<file path="config.mk">
export PLATFORM = sky130hd
export DESIGN_NAME = multi_timer
export DESIGN_NICKNAME = d
export VERILOG_FILES = /design/src/rtl/timer_pkg.sv /design/src/rtl/timer_channel.sv /design/src/rtl/multi_timer.sv
export SDC_FILE = /design/constraint.sdc
export NUM_CORES = 1
export LEC_CHECK = 0
export ABC_AREA = 1
export CORE_ASPECT_RATIO = 2
export CORE_MARGIN = 1.5
export CORE_UTILIZATION = 25
export DETAILED_ROUTE_END_ITERATION = 12
export GPL_ROUTABILITY_DRIVEN = 1
export SYNTH_ARGS = -nofsm -noshare
export SYNTH_HDL_FRONTEND = slang
export SYNTH_SLANG_ARGS = --single-unit
export TNS_END_PERCENT = 50
</file>
<file path="constraint.sdc">
create_clock -name clk -period 3.05 [get_ports clk]
set_input_delay 0.305 -clock clk [delete_from_list [all_inputs] [get_ports clk]]
set_output_delay 0.305 -clock clk [all_outputs]
set_load 0.05 [all_outputs]
</file>
<file path="src/rtl/timer_pkg.sv">
// Shared encodings for the multi-channel timer: FSM states, MODE codes,
// register offsets inside a channel's 16-byte window and CTRL bit positions.
package timer_pkg;

    typedef enum logic [1:0] {
        ST_IDLE = 2'd0,
        ST_LOAD = 2'd1,
        ST_CNT  = 2'd2,
        ST_TERM = 2'd3
    } state_e;

    localparam logic [1:0] MODE_ONESHOT = 2'b00;
    localparam logic [1:0] MODE_RELOAD  = 2'b01;
    localparam logic [1:0] MODE_TOGGLE  = 2'b10;

    localparam logic [1:0] REG_CTRL   = 2'd0;
    localparam logic [1:0] REG_PRESET = 2'd1;
    localparam logic [1:0] REG_COUNT  = 2'd2;
    localparam logic [1:0] REG_STATUS = 2'd3;

    localparam int CTRL_EN       = 0;
    localparam int CTRL_MODE_LSB = 1;
    localparam int CTRL_IM       = 3;
    localparam int CTRL_PSC_LSB  = 8;

endpackage

</file>
<file path="src/rtl/timer_channel.sv">
// One timer channel: CTRL/PRESET/COUNT/STATUS registers, IDLE-LOAD-CNT-TERM FSM, PEND, tout.
// Latency: PEND rises P+2 edges after EN is written (P=0 acts as 1); read data is combinational.
// Backpressure: none; a bus write to this channel freezes the FSM, COUNT and PEND for that cycle.
module timer_channel
    import timer_pkg::*;
#(
    parameter int CNT_W = 32
) (
    input  logic        clk,
    input  logic        rst_n,
    input  logic        wr_vld,
    input  logic [1:0]  reg_sel,
    input  logic [31:0] wr_dat,
    output logic [31:0] rd_dat,
    output logic        irq,
    output logic        tout
);

    state_e             state_q, state_d;
    logic               en_q, en_d;
    logic [1:0]         mode_q, mode_d;
    logic               im_q, im_d;
    logic [CNT_W-1:0]   preset_q, preset_d;
    logic [CNT_W-1:0]   count_q, count_d;
    logic               pend_q, pend_d;
    logic               tout_q, tout_d;
    logic               step;
    logic               unused_wr;

`ifdef PRESCALE_EN
    logic [7:0]         psc_q, psc_d;
    logic [7:0]         psc_cnt_q, psc_cnt_d;
    assign step = (psc_cnt_q == psc_q);
`else
    assign step = 1'b1;
`endif

    // Only a subset of the write bits land in registers.
    assign unused_wr = ^wr_dat;

    always_comb begin
        state_d  = state_q;
        en_d     = en_q;
        mode_d   = mode_q;
        im_d     = im_q;
        preset_d = preset_q;
        count_d  = count_q;
        pend_d   = pend_q;
        tout_d   = tout_q;
`ifdef PRESCALE_EN
        psc_d     = psc_q;
        psc_cnt_d = psc_cnt_q;
`endif
        if (wr_vld) begin
`ifdef PRESCALE_EN
            psc_cnt_d = 8'd0;
`endif
            case (reg_sel)
                REG_CTRL: begin
                    en_d   = wr_dat[CTRL_EN];
                    mode_d = wr_dat[CTRL_MODE_LSB +: 2];
                    im_d   = wr_dat[CTRL_IM];
`ifdef PRESCALE_EN
                    psc_d  = wr_dat[CTRL_PSC_LSB +: 8];
`endif
                end
                REG_PRESET: preset_d = wr_dat[CNT_W-1:0];
                REG_COUNT:  count_d  = wr_dat[CNT_W-1:0];
                default:    if (wr_dat[0]) pend_d = 1'b0;
            endcase
        end else begin
            case (state_q)
                ST_IDLE: begin
`ifdef PRESCALE_EN
                    psc_cnt_d = 8'd0;
`endif
                    if (en_q) state_d = ST_LOAD;
                end
                ST_LOAD: begin
`ifdef PRESCALE_EN
                    psc_cnt_d = 8'd0;
`endif
                    count_d = preset_q;
                    state_d = ST_CNT;
                end
                ST_CNT: begin
                    if (!en_q) begin
                        state_d = ST_IDLE;
                    end else if (step) begin
`ifdef PRESCALE_EN
                        psc_cnt_d = 8'd0;
`endif
                        if (count_q > CNT_W'(1)) begin
                            count_d = count_q - CNT_W'(1);
                        end else begin
                            count_d = '0;
                            pend_d  = 1'b1;
                            state_d = ST_TERM;
                        end
                    end else begin
`ifdef PRESCALE_EN
                        psc_cnt_d = psc_cnt_q + 8'd1;
`endif
                    end
                end
                default: begin
                    if (mode_q == MODE_ONESHOT) begin
                        en_d    = 1'b0;
                        state_d = ST_IDLE;
                    end else begin
                        // Mode 11 reloads like 01; only 10 flips the output.
                        count_d = preset_q;
                        state_d = ST_CNT;
                        if (mode_q == MODE_TOGGLE) tout_d = ~tout_q;
                    end
                end
            endcase
        end
    end

    always_ff @(posedge clk or negedge rst_n) begin
        if (!rst_n) begin
            state_q  <= ST_IDLE;
            en_q     <= 1'b0;
            mode_q   <= MODE_ONESHOT;
            im_q     <= 1'b0;
            preset_q <= '0;
            count_q  <= '0;
            pend_q   <= 1'b0;
            tout_q   <= 1'b0;
`ifdef PRESCALE_EN
            psc_q     <= 8'd0;
            psc_cnt_q <= 8'd0;
`endif
        end else begin
            state_q  <= state_d;
            en_q     <= en_d;
            mode_q   <= mode_d;
            im_q     <= im_d;
            preset_q <= preset_d;
            count_q  <= count_d;
            pend_q   <= pend_d;
            tout_q   <= tout_d;
`ifdef PRESCALE_EN
            psc_q     <= psc_d;
            psc_cnt_q <= psc_cnt_d;
`endif
        end
    end

    always_comb begin
        rd_dat = '0;
        case (reg_sel)
            REG_CTRL: begin
                rd_dat[CTRL_EN]            = en_q;
                rd_dat[CTRL_MODE_LSB +: 2] = mode_q;
                rd_dat[CTRL_IM]            = im_q;
`ifdef PRESCALE_EN
                rd_dat[CTRL_PSC_LSB +: 8]  = psc_q;
`endif
            end
            REG_PRESET: rd_dat = 32'(preset_q);
            REG_COUNT:  rd_dat = 32'(count_q);
            default:    rd_dat[0] = pend_q;
        endcase
    end

    assign irq  = pend_q & im_q;
    assign tout = tout_q;

endmodule

</file>
<file path="src/rtl/multi_timer.sv">
// NUM_CH-channel memory-mapped timer: address decode, read mux, IRQ OR. Optional PRESCALE_EN adds CTRL[15:8] prescaler.
// Latency: Dout is combinational from Addr; IRQ follows PEND&IM with no extra delay.
// Backpressure: none; a write stalls only the addressed channel for that cycle.
module multi_timer
    import timer_pkg::*;
#(
    parameter int NUM_CH = 2,
    parameter int CNT_W  = 32
) (
    input  logic              clk,
    input  logic              reset,
    input  logic [29:0]       Addr,
    input  logic              WE,
    input  logic [31:0]       Din,
    output logic [31:0]       Dout,
    output logic              IRQ,
    output logic [NUM_CH-1:0] irq_vec,
    output logic [NUM_CH-1:0] tout
);

    localparam int CH_AW = (NUM_CH > 1) ? $clog2(NUM_CH) : 1;

    logic [1:0]       reg_sel;
    logic [CH_AW-1:0] ch_idx;
    logic             ch_hit;
    logic [31:0]      ch_rd [NUM_CH];

    assign reg_sel = Addr[1:0];
    assign ch_idx  = Addr[CH_AW+1:2];
    // Any address bit above the channel field selects no channel, so aliases read 0.
    assign ch_hit  = (Addr[29:CH_AW+2] == '0) && (int'(ch_idx) < NUM_CH);

    for (genvar g = 0; g < NUM_CH; g++) begin : g_ch
        logic ch_wr_vld;
        assign ch_wr_vld = WE && ch_hit && (ch_idx == CH_AW'(g));

        timer_channel #(.CNT_W(CNT_W)) u_ch (
            .clk     (clk),
            .rst_n   (reset),
            .wr_vld  (ch_wr_vld),
            .reg_sel (reg_sel),
            .wr_dat  (Din),
            .rd_dat  (ch_rd[g]),
            .irq     (irq_vec[g]),
            .tout    (tout[g])
        );
    end

    always_comb begin
        Dout = '0;
        if (ch_hit) Dout = ch_rd[ch_idx];
    end

    assign IRQ = |irq_vec;

endmodule

</file>
==> results.md, run 1 <==
- Outcome: completed
- Sequential share of power: 0.376
- All-Layer GR Usage: 0.1990
- R2R cell count: 12
- Worst skew pair latency: 0.45 ns
- Power density cells: 437.6 nW/um^2
- Gate power share: 0.235
- Leak: 0.006224 uW
- Psw: 1957 uW
- I/O Buffers: 101
- H-tree levels: 4
- Worst Path Arrival: 2.55 ns
- Row count: 105
- Fin. max-slew vios: 0
- Clk_skew: 0.01356 ns
- Dpl hpwl: 32.41 mm
- Crit path kind: primary input to output port
- DR pass1 iterations: 6
- Critical path peak fanout: 13
- Vias in the first global route: 11180
- Drt total wl: 42.29 mm
- RSZ-0062 raised after global routing: no
- GPL Wtd Cong: 0.9867
- Setup crit start kind: primary input
- Layout area overhead: 26.36%
- Antenna-violating nets left: 0
- Synthesized Nets: 1658
- Setup TNS: 0 ns
- Drt wl/cell: 19.06 um
- Worst Hold Class: primary input to async pin
- Routed vias/inst: 5.026
- DIE HEIGHT: 291.2 um
- Distinct cells, synth: 41
- Syn Inst Count: 1585
- Netlist Area Pre-Place: 10380 um^2
- Max clock buf depth: 2
- Vias: 11150
- CTS tree: yes
- Seq/Total Area, Yosys: 0.3470
- Sw Ratio: 0.3408
- Starting Density: 0.2533
- Max cap viols: 0
- Final hold vios: 0
- Pwr Total: 5741 uW
- Crit path capture type: output port
- Critical Path RT: 2.74 ns
- Crit path time final: 2.855 ns
- Slew @ Worst Pin: 0.7731 ns
- Clk slew on worst S/H paths: 0.06 ns
- Detailed-route DRC error count: 0
- First-pass GRT wire length: 64.85 mm
- Die X: 147.1 um
- Max transition margin: 0.4846
- Diodes inserted: 0
- Core Box Area: 40990 um^2
- CP startpoint: Addr[0]
- TritonCTS Buffers: 17
- Clock net sink count: 144
- Largest net degree at the start of global routing: 71
- Antenna violations before repair: 0
- Post-Place Worst Slack: 0.1974 ns
- Post-synthesis register bit count: 144
- Peak supply drop: 0.2876 mV
- Fmax: 350.3 MHz
- Clk pwr share: 0.389
- Die Footprint: 42840 um^2
- P_int: 3784 uW
- IO Count: 102
- Avg Cell Area, Syn: 6.551 um^2
- Post-CTS sizing: 0
- Initial drt markers: 993
- Root buf cell: clkbuf_16
- Layout cells sized above 1: 0.08907
- Setup violations, final: 0
- Final worst slack: 0.1951 ns
- Critical R2R Launch: g_ch[1].u_ch.count_q[0]$_DFFE_PN0P_
- Number of warnings issued by yosys: 0
- Reg2reg setup slack: 0.59 ns
- Crit share post-route: 0.9360
- # Post-CTS Setup Buffers: 0
- Overflow after GRT: 0
- Fin nets: 1744
- Reg-to-reg endpoint: g_ch[1].u_ch.count_q[29]$_DFFE_PN0P_
-- metrics by stage --
| stage | area (um^2) | utilization | hold slack (ns) | std cells |
|---|---|---|---|---|
| after floorplan | 10420 | - | 0.009409 | 1585 |
| after global placement | 12510 | 0.3051 | 0.3649 | 2186 |
| after detailed placement | 12510 | 0.3051 | 0.3637 | 2186 |
| after CTS | 13120 | 0.3201 | 0.4605 | 2219 |
| after global routing | 13120 | 0.3201 | 0.4872 | 2219 |
| final | 13120 | 0.3201 | 0.4214 | 2219 |
-- final cells by class --
| class | instances | area (um^2) |
|---|---|---|
| clock buffer | 20 | 446.7 |
| sequential | 144 | 3603 |
| tap | 535 | 669.4 |
| clock inverter | 12 | 157.7 |
| fill | 4379 | 27870 |
| timing repair buffer | 154 | 1858 |
| multi-input combinational | 1212 | 5853 |
| inverter | 142 | 533.0 |
-- Yosys cell counts (all sizes together) --
library cell  number  area [um^2]
clkinv             1        3.750
inv              141        529.3
a21oi             17        88.84
o31ai              2        15.01
dfrtp            144         3603
nand2            509         1951
nand3b             3        22.52
or2                6        37.54
clkbuf            45        170.2
o21bai             5        37.54
nand4             38        237.7
nor3              22        110.1
buf               42        269.0
o22ai             15        93.84
a221oi            42        367.9
xnor2              8        70.07
xor2              26        227.7
o211ai            16        120.1
o221ai             6        52.55
ha                 8        100.1
o21ai            111        559.3
a31oi              1        6.260
o21a              18        135.1
nor2             246        957.2
nor4              14        87.58
nand3             99        530.5
-- routing by layer --
metal | global-route usage | vias up | routed length, um
met4 | 0.1529 | 0 | 3266
met5 | 0 | - | 0
li1 | - | 5343 | -
met2 | 0.3633 | 422 | 22040
met1 | 0.2059 | 5260 | 15250
met3 | 0.01944 | 127 | 1738
-- how the worst max path moves through the flow --
| stage | endpoint | slack (ns) | cells after the start |
|---|---|---|---|
| global placement | Dout[15] | 0.16 | 11 |
| floorplan | Dout[24] | -0.05 | 6 |
| global route | Dout[16] | 0.08 | 11 |
| CTS | Dout[7] | 0.19 | 7 |
| detailed placement | Dout[7] | 0.20 | 7 |
| finish | Dout[7] | 0.20 | 7 |
-- state kept, by name, indices dropped and copies added, names as in the netlist --
signal              count
g_ch.u_ch.preset_q     64
g_ch.u_ch.count_q      64
g_ch.u_ch.mode_q        4
g_ch.u_ch.im_q          2
g_ch.u_ch.state_q       4
g_ch.u_ch.en_q          2
g_ch.u_ch.pend_q        2
g_ch.u_ch.tout          2
-- worst max-delay path: stages --
cell and delay, ns:
clkdlybuf4s50_1 0.51, inv_1 0.08, ha_1 0.35, inv_1 0.33
nor4_1 0.62, buf_4 0.22, buf_12 0.13
-- layout by cell type (no fill, tap or decap), drive strengths merged, types with 2 or more instances in the layout --
master,n
a21oi,17
a221oi,42
buf,85
bufinv,3
clkbuf,20
clkdlybuf4s50,68
clkinv,5
clkinvlp,3
dfrtp,144
ha,8
inv,143
nand2,509
nand3,99
nand3b,3
nand4,38
nor2,246
nor3,22
nor4,14
o211ai,16
o21a,18
o21ai,111
o21bai,5
o221ai,6
o22ai,15
o31ai,2
or2,6
xnor2,8
xor2,26
-- repair_timing --
item | in CTS | in global routing
hold endpoints to repair | 67 | 0
setup endpoints to repair | 0 | 0
hold buffers | 1 | 0
-- power groups by stage --
stage | Combinational (uW) | Sequential [uW] | Clock, uW
floorplan | 826 | 2150 | 0
global placement | 1330 | 2190 | 0
detailed placement | 1340 | 2180 | 0
CTS | 1350 | 2150 | 2260
global route | 1480 | 2170 | 2320
finish | 1350 | 2160 | 2230
-- cells by family after synthesis --
family / count (synthesis) / share of synthesized area
and+or+nand+nor: 937 / 0.3788
AOI/OAI and AO/OA: 233 / 0.1422
buffers and inverters: 229 / 0.09362
DFF: 144 / 0.3470
xor gates and xnor gates: 34 / 0.02868
adders and majority gates: 8 / 0.009640
(Power assumes the default switching activity.)
==> run 2: changes to the inputs <==
DONT_BUFFER_PORTS = 1   (was not set)
==> results.md, run 2 (same netlist as run 1, synthesis figures left out) <==
- Row count: 105
- Slowest cell on the critical path: ha_1
- Drt wl/cell: 19.43 um
- Crit path time final: 2.774 ns
- H-tree levels: 4
- Post-CTS sizing: 0
- Clk_skew: 0.01167 ns
- Register area: 3603 um^2
- Die Footprint: 42840 um^2
- Clk slew on worst S/H paths: 0.06 ns
- Die X: 147.1 um
- Setup violations, final: 0
- Drt total wl: 41.96 mm
- Setup TNS: 0 ns
- WL met3: 2.109 mm
- RSZ-0062 raised after global routing: no
- Overflow after GRT: 0
- Critical Path RT: 3.39 ns
- Worst skew pair latency: 0.45 ns
- Leak: 0.005877 uW
- Diodes inserted: 0
- Failing checks: negative hold slack
- CTS tree: yes
- Core Box Area: 40990 um^2
- GPL Wtd Cong: 0.9312
- I/O Buffers: 0
- Max cap viols: 0
- Most common cell after layout, fill and taps aside: nand2_1
- Highest-count cells in the layout ignoring fill and taps: 501 x nand2_1, 240 x nor2_1, 144 x dfrtp_1
- IO Count: 102
- Max clock buf depth: 2
- Power density cells: 464.2 nW/um^2
- Vias: 10990
- Routed vias/inst: 5.089
- Largest registers: g_ch.u_ch.count_q: 64 flops, g_ch.u_ch.preset_q: 64 flops
- Outcome: complete, but fails checks
- Root buf cell: clkbuf_16
- Reg-to-reg endpoint: g_ch[0].u_ch.state_q[1]$_DFFE_PN0P_
- Levels on crit path: 13
- Slew @ Worst Pin: 0.8209 ns
- Worst Hold Class: primary input to async pin
- Largest net degree at the start of global routing: 145
- Footprint of the multi-input gates: 5981 um^2
- Reg2reg setup slack: 0.28 ns
- Crit path kind: flip-flop to flip-flop
- Hold_buf cts: 28
- Fin. max-slew vios: 0
- Worst Path Buf+Inv: 2
- DR pass1 iterations: 5
- Fin nets: 1684
- TritonCTS Buffers: 17
- CP max stage delay: 0.43 ns
- Worst Hold Slack: -0.4418 ns
- Fmax: 360.4 MHz
- Critical R2R Launch: g_ch[0].u_ch.count_q[0]$_DFFE_PN0P_
- Antenna violations before repair: 0
- Crit share post-route: 0.9097
- Antenna-violating nets left: 0
- CP endpoint: g_ch[0].u_ch.state_q[1]$_DFFE_PN0P_
- Peak supply drop: 0.3759 mV
- Starting Density: 0.2533
- Max Used Layer: met4
- Setup crit start kind: flip-flop
- Delay-heaviest family, CP: simple AND/OR/NAND/NOR gates
- WL met2: 21.11 mm
- Max transition margin: 0.4522
- # Post-CTS Setup Buffers: 0
- Worst Path Arrival: 3.11 ns
- Final hold vios: 144
- Critical path peak fanout: 19
- DIE HEIGHT: 291.2 um
- Layout cells sized above 1: 0.09606
- Most used cell, CP: nand2_1
- First-pass GRT wire length: 63.90 mm
- R2R cell count: 13
- Fill cells: 4504
- Crit path capture type: flip-flop
- Detailed-route DRC error count: 0
- Layout area overhead: 17.88%
- Clock net sink count: 144
- Dpl hpwl: 31.28 mm
- Vias in the first global route: 10780
- Cell chain of the critical path: inv_1 > ha_1 > nand2_1 > nor2_2 > nand2_1 > nand2_1 > nand2_2 > nand2_4 > o21ai_0 > inv_2 > nand2_1 > nand2_1 > nand2_1
- All-Layer GR Usage: 0.1973
- Initial drt markers: 946
- WL met1: 14.62 mm
- CP startpoint: g_ch[0].u_ch.count_q[0]$_DFFE_PN0P_
[run 2: worst min-delay path by stage]
stage	start	endpoint	slack [ns]	cells after the start
3_3_place_gp	reset	g_ch[0].u_ch.state_q[1]$_DFFE_PN0P_	0.02	0
6_report	reset	g_ch[0].u_ch.state_q[0]$_DFFE_PN0P_	-0.44	0
5_1_grt	reset	g_ch[0].u_ch.state_q[0]$_DFFE_PN0P_	-0.46	0
4_1_cts	reset	g_ch[0].u_ch.tout$_DFFE_PN0P_	-0.47	0
2_1_floorplan	reset	g_ch[0].u_ch.count_q[0]$_DFFE_PN0P_	0.009	0
3_5_place_dp	reset	g_ch[0].u_ch.state_q[0]$_DFFE_PN0P_	0.02	0
[run 2: power breakdown]
part	internal, uW	total [uW]	switching (uW)
Sequential	2010	2160	150
Combinational	404	1240	833
Clock	1370	2280	917
Total	3780	5680	1900
[run 2: cell type report]
class	instances	share of cell area
clock inverter	14	0.01564
timing repair buffer	94	0.06808
multi-input combinational	1212	0.4886
sequential	144	0.2944
clock buffer	18	0.03506
tap	535	0.05469
inverter	142	0.04354
[run 2: metal layers]
layer	GRT usage	vias up
met5	0	-
met4	0.1846	0
met3	0.02602	163
met2	0.3428	462
met1	0.2015	5121
li1	-	5242
[run 2: stage by stage]
stage               std cells  area [um^2]  utilization  setup slack, ns  total power [uW]
detailed placement       2099        11340       0.2766           0.2521              3367
floorplan                1585        10420            -         -0.05025              2971
finish                   2159        12240       0.2986           0.2756              5682
global route             2159        12240       0.2986          0.05033              5913
global placement         2099        11340       0.2766           0.2990              3358
CTS                      2159        12240       0.2986           0.2493              5704
==> run 3: changes to the inputs <==
CAP_MARGIN = 20   (was not set)
PLACE_DENSITY = 0.44   (was not set)
==> results.md, run 3 (same netlist as run 1, synthesis figures left out) <==
- Setup TNS: 0 ns
- Antenna violations before repair: 0
- Fin. max-slew vios: 0
- WL met2: 24.12 mm
- Most used cell, CP: nand2_1
- First-pass GRT wire length: 69.26 mm
- Drt total wl: 45.95 mm
- DIE HEIGHT: 291.2 um
- Clk pwr share: 0.397
- Starting Density: 0.2533
- Vias: 10890
- Initial drt markers: 833
- GPL Wtd Cong: 0.9586
- Most common cell after layout, fill and taps aside: nand2_1
- Overflow after GRT: 0
- CP max stage delay: 0.41 ns
- CTS tree: yes
- Setup crit start kind: flip-flop
- Layout area overhead: 18.03%
- Cell chain of the critical path: inv_1 > ha_1 > nand2_1 > nor2_2 > nand2_1 > nand2_1 > nand2_2 > nand2_4 > o21ai_0 > inv_2 > nand2_1 > nand2_1 > nand2_1
- Power density cells: 457.2 nW/um^2
- Critical path peak fanout: 19
- Placed cells: 2096
- Critical R2R Launch: g_ch[0].u_ch.count_q[0]$_DFFE_PN0P_
- Final core occ: 0.2990
- Slowest cell on the critical path: dfrtp_1
- Final non-filler cell total: 2155
- WL met1: 17.27 mm
- Max cap viols: 0
- Fmax: 371.0 MHz
- Core Box Area: 40990 um^2
- Gate power share: 0.217
- Fin nets: 1681
- Worst Path Arrival: 3.05 ns
- Max clock buf depth: 2
- DR pass1 iterations: 5
- Failing checks: negative hold slack
- Worst Hold Slack: -0.4632 ns
- Sw Ratio: 0.3415
- Post-Place Worst Slack: 0.3193 ns
- Final hold vios: 144
- Drt wl/cell: 21.32 um
- Largest registers: g_ch.u_ch.count_q: 64 flops, g_ch.u_ch.preset_q: 64 flops
- Clock net sink count: 144
- Diodes inserted: 0
- Die Footprint: 42840 um^2
- Crit path kind: flip-flop to flip-flop
- Antenna-violating nets left: 0
- All-Layer GR Usage: 0.2176
- Peak supply drop: 0.3995 mV
- # Post-CTS Setup Buffers: 0
- Dpl hpwl: 33.03 mm
- Reg2reg setup slack: 0.35 ns
- Crit path time final: 2.695 ns
- TritonCTS Buffers: 17
- Register area: 3603 um^2
- Root buf cell: clkbuf_16
- P_int: 3690 uW
- I/O Buffers: 0
- Footprint of the multi-input gates: 5981 um^2
- Sequential share of power: 0.386
- R2R cell count: 13
- Highest-count cells in the layout ignoring fill and taps: 501 x nand2_1, 240 x nor2_1, 144 x dfrtp_1
- Max Used Layer: met4
- Slew @ Worst Pin: 0.8628 ns
- Psw: 1914 uW
- Fill cells: 4539
- H-tree levels: 4
- Crit share post-route: 0.8837
- Crit path capture type: flip-flop
- Reg-to-reg endpoint: g_ch[0].u_ch.state_q[1]$_DFFE_PN0P_
- Final worst slack: 0.3546 ns
- Vias in the first global route: 10740
- Clk_skew: 0.008164 ns
- Largest net degree at the start of global routing: 145
- Worst Hold Class: primary input to async pin
- IO Count: 102
- Post-CTS sizing: 0
- Outcome: complete, but fails checks
- Row count: 105
- Layout cells sized above 1: 0.09383
- Setup violations, final: 0
- Routed vias/inst: 5.051
- RSZ-0062 raised after global routing: no
- Hold_buf cts: 28
- Worst skew pair latency: 0.46 ns
- WL met3: 1.901 mm
- Leak: 0.005852 uW
- Die X: 147.1 um
- Detailed-route DRC error count: 0
- Critical Path RT: 3.40 ns
- Clk slew on worst S/H paths: 0.07 ns
- Max transition margin: 0.4241
## run 3: power groups by stage
stage | clock [uW] | sequential (uW) | combinational (uW)
6_report | 2220 | 2160 | 1220
5_1_grt | 2350 | 2180 | 1340
4_1_cts | 2280 | 2160 | 1210
3_5_place_dp | 0 | 2190 | 1160
3_3_place_gp | 0 | 2190 | 1150
2_1_floorplan | 0 | 2150 | 826
## run 3: area by class of cell
| class | count | area share |
|---|---|---|
| Inverter | 142 | 0.04349 |
| Sequential cell | 144 | 0.2940 |
| Multi-Input combinational cell | 1212 | 0.4880 |
| Clock inverter | 13 | 0.01358 |
| Tap cell | 535 | 0.05462 |
| Clock buffer | 18 | 0.03502 |
| Timing Repair Buffer | 91 | 0.07126 |
## run 3: worst max-delay path by stage
stage                                             start                                    to  cells after the start
floorplan                                       Addr[0]                              Dout[24]                      6
global placement    g_ch[0].u_ch.count_q[0]$_DFFE_PN0P_   g_ch[0].u_ch.state_q[1]$_DFFE_PN0P_                     13
detailed placement  g_ch[0].u_ch.count_q[0]$_DFFE_PN0P_   g_ch[0].u_ch.state_q[1]$_DFFE_PN0P_                     13
CTS                 g_ch[0].u_ch.count_q[0]$_DFFE_PN0P_   g_ch[0].u_ch.state_q[1]$_DFFE_PN0P_                     13
global route        g_ch[0].u_ch.count_q[0]$_DFFE_PN0P_  g_ch[0].u_ch.count_q[15]$_DFFE_PN0P_                     13
finish              g_ch[0].u_ch.count_q[0]$_DFFE_PN0P_   g_ch[0].u_ch.state_q[1]$_DFFE_PN0P_                     13
## run 3: routing by layer
| metal | up-vias | track usage |
|---|---|---|
| met1 | 5250 | 0.2390 |
| met5 | - | 0 |
| met4 | 0 | 0.1251 |
| met2 | 329 | 0.3949 |
| li1 | 5217 | - |
| met3 | 89 | 0.02900 |
## run 3: worst max-delay path, delay by kind of cell, from the launching register on
kind | cells | cell delay (ns)
simple gates | 9 | 1.37
flops | 1 | 0.41
fa+ha+maj | 1 | 0.38
buf+inv | 2 | 0.28
compound gates | 1 | 0.15
## run 3: metrics by stage
stage / instance area [um^2] / total power, uW
6_report: 12260 / 5604
5_1_grt: 12260 / 5864
4_1_cts: 12260 / 5653
3_5_place_dp: 11380 / 3354
3_3_place_gp: 11380 / 3347
2_1_floorplan: 10420 / 2971
